--- src/rtl/fetch_if.sv ---
// ============================================================================
// Module      : fetch_if
// Description : Bundles the program-memory req/ack bus, the decoder
//               valid/ready bus and the branch/halt controls of the fetch unit.
// Revision    : 1.0 - initial release
// ============================================================================
`default_nettype none

interface fetch_if #(
    parameter int ADDR_W  = 4,
    parameter int INSTR_W = 8
);
    // Program memory side
    logic               mem_req;
    logic [ADDR_W-1:0]  mem_addr;
    logic               mem_ack;
    logic [INSTR_W-1:0] mem_rdata;

    // Decoder side
    logic [INSTR_W-1:0] instr;
    logic               instr_valid;
    logic               instr_ready;

    // Control flow
    logic               branch_valid;
    logic [ADDR_W-1:0]  branch_target;
    logic               halt;
    logic [ADDR_W-1:0]  pc;

    // Fetch unit view
    modport master (
        output mem_req, mem_addr, instr, instr_valid, pc,
        input  mem_ack, mem_rdata, instr_ready, branch_valid, branch_target, halt
    );

    // Environment view (memory, decoder, branch logic)
    modport slave (
        input  mem_req, mem_addr, instr, instr_valid, pc,
        output mem_ack, mem_rdata, instr_ready, branch_valid, branch_target, halt
    );
endinterface

`default_nettype wire

--- src/rtl/fetch_unit.sv ---
// ============================================================================
// Module      : fetch_unit
// Description : Instruction fetch sequencer. Owns the program counter, reads
//               program memory over req/ack and hands each instruction to the
//               decoder over valid/ready. Branches redirect the fetch stream.
// Revision    : 1.0 - initial release
// ============================================================================
`default_nettype none

module fetch_unit #(
    parameter int ADDR_W  = 4,
    parameter int INSTR_W = 8
) (
    input  wire      clk,
    input  wire      rst,
    fetch_if.master  bus
);

    typedef enum logic [1:0] {
        IDLE = 2'd0,
        REQ  = 2'd1,
        HOLD = 2'd2
    } state_t;

    state_t             state, state_next;
    logic [ADDR_W-1:0]  pc, pc_next;
    logic               mem_req, mem_req_next;
    logic [INSTR_W-1:0] instr, instr_next;
    logic               instr_valid, instr_valid_next;

    // mem_addr is the registered pc; it is only meaningful while mem_req=1
    assign bus.mem_addr    = pc;
    assign bus.pc          = pc;
    assign bus.mem_req     = mem_req;
    assign bus.instr       = instr;
    assign bus.instr_valid = instr_valid;

    // State and datapath registers; reset wins over every other input
    always_ff @(posedge clk) begin
        if (rst) begin
            state       <= IDLE;
            pc          <= '0;
            mem_req     <= 1'b0;
            instr       <= '0;
            instr_valid <= 1'b0;
        end else begin
            state       <= state_next;
            pc          <= pc_next;
            mem_req     <= mem_req_next;
            instr       <= instr_next;
            instr_valid <= instr_valid_next;
        end
    end

    // Next-state and next-output logic; a branch outranks ack, ready and halt
    always_comb begin
        state_next       = state;
        pc_next          = pc;
        mem_req_next     = mem_req;
        instr_next       = instr;
        instr_valid_next = instr_valid;

        case (state)
            IDLE: begin
                if (bus.branch_valid) begin
                    pc_next = bus.branch_target;
                end
                if (!bus.halt) begin
                    state_next   = REQ;
                    mem_req_next = 1'b1;
                end
            end

            REQ: begin
                if (bus.branch_valid) begin
                    // Any coincident ack is dropped: instr and pc+1 are not taken
                    pc_next          = bus.branch_target;
                    instr_valid_next = 1'b0;
                    if (bus.halt) begin
                        state_next   = IDLE;
                        mem_req_next = 1'b0;
                    end else begin
                        state_next   = REQ;
                        mem_req_next = 1'b1;
                    end
                end else if (bus.mem_ack) begin
                    instr_next       = bus.mem_rdata;
                    instr_valid_next = 1'b1;
                    mem_req_next     = 1'b0;
                    pc_next          = pc + 1'b1;
                    state_next       = HOLD;
                end
            end

            HOLD: begin
                if (bus.branch_valid || bus.instr_ready) begin
                    // A branch discards the held instruction; otherwise it was consumed
                    if (bus.branch_valid) begin
                        pc_next = bus.branch_target;
                    end
                    instr_valid_next = 1'b0;
                    if (bus.halt) begin
                        state_next   = IDLE;
                        mem_req_next = 1'b0;
                    end else begin
                        state_next   = REQ;
                        mem_req_next = 1'b1;
                    end
                end
            end

            default: begin
                state_next       = IDLE;
                mem_req_next     = 1'b0;
                instr_valid_next = 1'b0;
            end
        endcase
    end

endmodule

`default_nettype wire
--- src/flat_wrapper.sv ---
// flat-port wrapper written by rule: the top's interface ports become plain ports
module fetch_unit_flat 
#(
    parameter int ADDR_W  = 4,
    parameter int INSTR_W = 8
)
  (clk, rst, bus_mem_req, bus_mem_addr, bus_instr, bus_instr_valid, bus_pc, bus_mem_ack, bus_mem_rdata, bus_instr_ready, bus_branch_valid, bus_branch_target, bus_halt);
  fetch_if #(.ADDR_W(ADDR_W), .INSTR_W(INSTR_W)) bus_i ();
  input  wire clk;
  input  wire rst;
  output wire logic [$bits(bus_i.mem_req)-1:0] bus_mem_req;
  output wire logic [$bits(bus_i.mem_addr)-1:0] bus_mem_addr;
  output wire logic [$bits(bus_i.instr)-1:0] bus_instr;
  output wire logic [$bits(bus_i.instr_valid)-1:0] bus_instr_valid;
  output wire logic [$bits(bus_i.pc)-1:0] bus_pc;
  input wire logic [$bits(bus_i.mem_ack)-1:0] bus_mem_ack;
  input wire logic [$bits(bus_i.mem_rdata)-1:0] bus_mem_rdata;
  input wire logic [$bits(bus_i.instr_ready)-1:0] bus_instr_ready;
  input wire logic [$bits(bus_i.branch_valid)-1:0] bus_branch_valid;
  input wire logic [$bits(bus_i.branch_target)-1:0] bus_branch_target;
  input wire logic [$bits(bus_i.halt)-1:0] bus_halt;
  assign bus_mem_req = bus_i.mem_req;
  assign bus_mem_addr = bus_i.mem_addr;
  assign bus_instr = bus_i.instr;
  assign bus_instr_valid = bus_i.instr_valid;
  assign bus_pc = bus_i.pc;
  assign bus_i.mem_ack = bus_mem_ack;
  assign bus_i.mem_rdata = bus_mem_rdata;
  assign bus_i.instr_ready = bus_instr_ready;
  assign bus_i.branch_valid = bus_branch_valid;
  assign bus_i.branch_target = bus_branch_target;
  assign bus_i.halt = bus_halt;
  fetch_unit #(.ADDR_W(ADDR_W), .INSTR_W(INSTR_W)) u_core (.clk(clk), .rst(rst), .bus(bus_i));
endmodule
--- config.mk ---
export PLATFORM = sky130hd
export DESIGN_NAME = fetch_unit_flat
export DESIGN_NICKNAME = d
export VERILOG_FILES = /design/src/rtl/fetch_if.sv /design/src/rtl/fetch_unit.sv /design/src/flat_wrapper.sv
export SDC_FILE = /design/constraint.sdc
export NUM_CORES = 1
export LEC_CHECK = 0
export BUFFER_PORTS_ARGS = -buffer_cell sky130_fd_sc_hd__clkbuf_2
export CORE_MARGIN = 8
export CORE_UTILIZATION = 40
export CTS_BUF_LIST = sky130_fd_sc_hd__clkbuf_4 sky130_fd_sc_hd__clkbuf_8 sky130_fd_sc_hd__clkbuf_16
export DETAILED_ROUTE_END_ITERATION = 10
export GPL_TIMING_DRIVEN = 0
export PLACE_DENSITY = 0.78
export SLEW_MARGIN = 20
export SYNTH_ARGS = -nofsm -noshare
export SYNTH_HDL_FRONTEND = slang
export SYNTH_SLANG_ARGS = --single-unit
--- constraint.sdc ---
create_clock -name clk -period 1.2 [get_ports clk]
set_input_delay 0.24 -clock clk [delete_from_list [all_inputs] [get_ports clk]]
set_output_delay 0.24 -clock clk [all_outputs]
set_load 0.01 [all_outputs]
==> summary.txt <==
Crit-path max FO: 8
Cell area after synthesis: 788 um^2
Gr busiest metal: met2
Final hold slack: 0.177 ns
Crit Path Category: reg -> reg
Crit path launch type: flip-flop
First-pass GRT wire length: 3.36 mm
Peak VDD IR: 0.000861 V
Clock group share of total power: 28.5%
WL/cell: 13.0 um
Vias/cell: 4.96
Final Setup Violations: 0
Pwr Total: 1.07 mW
Pleak: 0.480 nW
Pwr dens: 980 nW/um^2
Layout cells sized above 1: 49.6%
Total CTS buffers: 3
Ys flop type: dfxtp_1
DRT antenna net count: 0
Slew headroom: 69.5%
Post-CTS Hold Fix Bufs: 0
Max-cap viol count: 0
Syn Area/Cell: 8.76 um^2
Unrepaired setup endpoints after global routing: true
H-tree levels: 1
Synth warnings: 0
Die Ht: 60.4 um
Net count after synthesis: 109
Switching power: 0.277 mW
Final Hold Fails: 0
Met1 Use GR: 13.3%
CTS Buffer Depth: 2
CP required: 1.38 ns
First-pass iteration count of the detailed router: 4
Clk sinks: 15
GP Congestion: 0.852
Async SR Flop Fraction: 0%
Internal power: 0.789 mW
Worst slew pin tran: 0.458 ns
# IOs: 36
CTS root buffer: clkbuf_4
Mapped Cells: 90
Register area share after synthesis: 38.1%
TritonCTS clock tree: yes
Initial Util: 41.4%
Initial antenna violation count: 0
Largest net degree at the start of global routing: 11
Critical path cell sequence: nor3b_4 -> buf_4 -> mux2i_1 -> a311oi_1
Hold Path Class: in -> reg
Fin crit share: 99.9%
IO Port Bufs: 33
Final Slew Violations: 0
Post-Route WL: 2.05 mm
Grt met3 use: 4.45%
Total vias in the final route: 784
Initial DRC Count: 7
Die X: 60.4 um
Overflow after GRT: 0
Clock Skews: 0.00249 ns
Sequential Power Share: 50.6%
DRC: 0
CORE AREA: 1900 um^2
GRT Total Usage: 11.7%
Most frequent cells in the layout: clkbuf_2, nand2_1, a21oi_1, buf_4, dfxtp_1
Commonest non-fill, non-tap cell in the layout: clkbuf_2
# rows: 16
Number of flops mapped to enable cells by yosys: 0
Slowest stage cell on the critical path: dfxtp_4
Post-Place Worst Slack: -0.136 ns
GR Util met2: 19.5%
Layout Nets: 151
Die area: 3650 um^2
Crit path DAT: 1.38 ns
Status: complete, no violations
Ant. Diodes: 0
Tmin final: 1.20 ns
Area grow syn2layout: 37.9%
Vias in the first global route: 796
Post-route setup slack: 0.000619 ns
Sum Neg Setup Slack: 0 ns
Combinational fraction of design power: 20.8%
Clock-pin slew on the worst setup and hold paths: 0.09 ns
Count of cell types in the netlist: 30
Seq cells post-synth: 15
Worst Setup End Kind: flip-flop
Clk_lat worst skew: 0.27 ns
CP peak stage delay: 0.38 ns
Sw Ratio: 26.0%
Fmax: 834 MHz
Hpwl dp: 1.55 mm
## cell type report
type	instances	area [um^2]
Sequential cell	15	312
Fill cell	181	815
Timing Repair Buffer	40	221
Clock buffer	4	30.0
Tap cell	27	33.8
Multi-Input combinational cell	63	420
Buffer	8	66.3
Inverter	1	3.75
## state kept, by name, indices dropped and copies added, names as in the netlist
signal                  flops
u_core.bus.instr            8
u_core.bus.mem_addr         4
u_core.state                2
u_core.bus.instr_valid      1
## what timing repair did
item                       4_1_cts  5_1_grt
setup buffers                    6        1
pin swaps                        2        5
setup endpoints to repair       14       15
resized for setup                3        7
## cells by family after synthesis
logic type | after synthesis | synth area share (%)
simple gates | 34 | 25.2
compound gates | 24 | 18.6
flops | 15 | 38.1
buf+inv | 12 | 11.3
mux | 4 | 5.24
fa+ha+maj | 1 | 1.59
## per-layer routing
| metal | vias up | wire length [um] | share of wire, % |
|---|---|---|---|
| met5 | - | 0 | 0 |
| met4 | 0 | 0 | 0 |
| met3 | 0 | 187 | 9.1 |
| met2 | 38 | 931 | 45 |
| met1 | 349 | 933 | 45 |
| li1 | 397 | - | - |
## metrics by stage
stage	area [um^2]	util (%)	cells
3_5_place_dp	991	52.1	150
2_1_floorplan	792	-	90
3_3_place_gp	991	52.1	150
6_report	1090	57.2	158
5_1_grt	1090	57.2	158
4_1_cts	1070	56.4	158
## power groups by stage
stage / logic (mW) / clock network, mW / registers, mW
floorplan: 0.113 / 0 / 0.556
global placement: 0.192 / 0 / 0.549
detailed placement: 0.198 / 0 / 0.550
CTS: 0.218 / 0.314 / 0.539
global route: 0.243 / 0.338 / 0.545
finish: 0.222 / 0.304 / 0.540
## cells in the mapped netlist (2+ instances only)
cell type / count / area [um^2]
nand4b_1: 2 / 17.5
buf_4: 4 / 30.0
nand2_1: 18 / 67.6
a21oi_1: 13 / 65.1
buf_6: 3 / 33.8
clkbuf_1: 3 / 11.3
mux2i_1: 3 / 30.0
nor3_1: 2 / 10.0
nand2b_1: 2 / 12.5
o32ai_1: 2 / 17.5
a211oi_1: 3 / 22.5
nor2b_1: 2 / 12.5
dfxtp_1: 15 / 300
o21ai_0: 2 / 10.0
## critical path, delay by kind of cell, from the launching register on
family                 cells  cell delay, ns
buffers and inverters      1            0.15
and+or+nand+nor            1            0.25
muxes                      1            0.07
AOI/OAI and AO/OA          1            0.26
DFF                        1            0.38
## final timing paths
check                                   startpoint                                   to  slack (ns)  cells past startpoint
setup / recovery      u_core.state[1]$_SDFFE_PP0P_  u_core.bus.mem_addr[1]$_SDFFE_PP0P_      0.0006                      4
hold / removal                    bus_mem_rdata[1]     u_core.bus.instr[1]$_SDFFE_PP0P_        0.18                      3
setup reg to reg      u_core.state[1]$_SDFFE_PP0P_  u_core.bus.mem_addr[1]$_SDFFE_PP0P_      0.0006                      4
hold reg to reg   u_core.bus.instr[4]$_SDFFE_PP0P_     u_core.bus.instr[4]$_SDFFE_PP0P_        0.46                      2
Note: power is estimated with default switching activity, not from simulation.
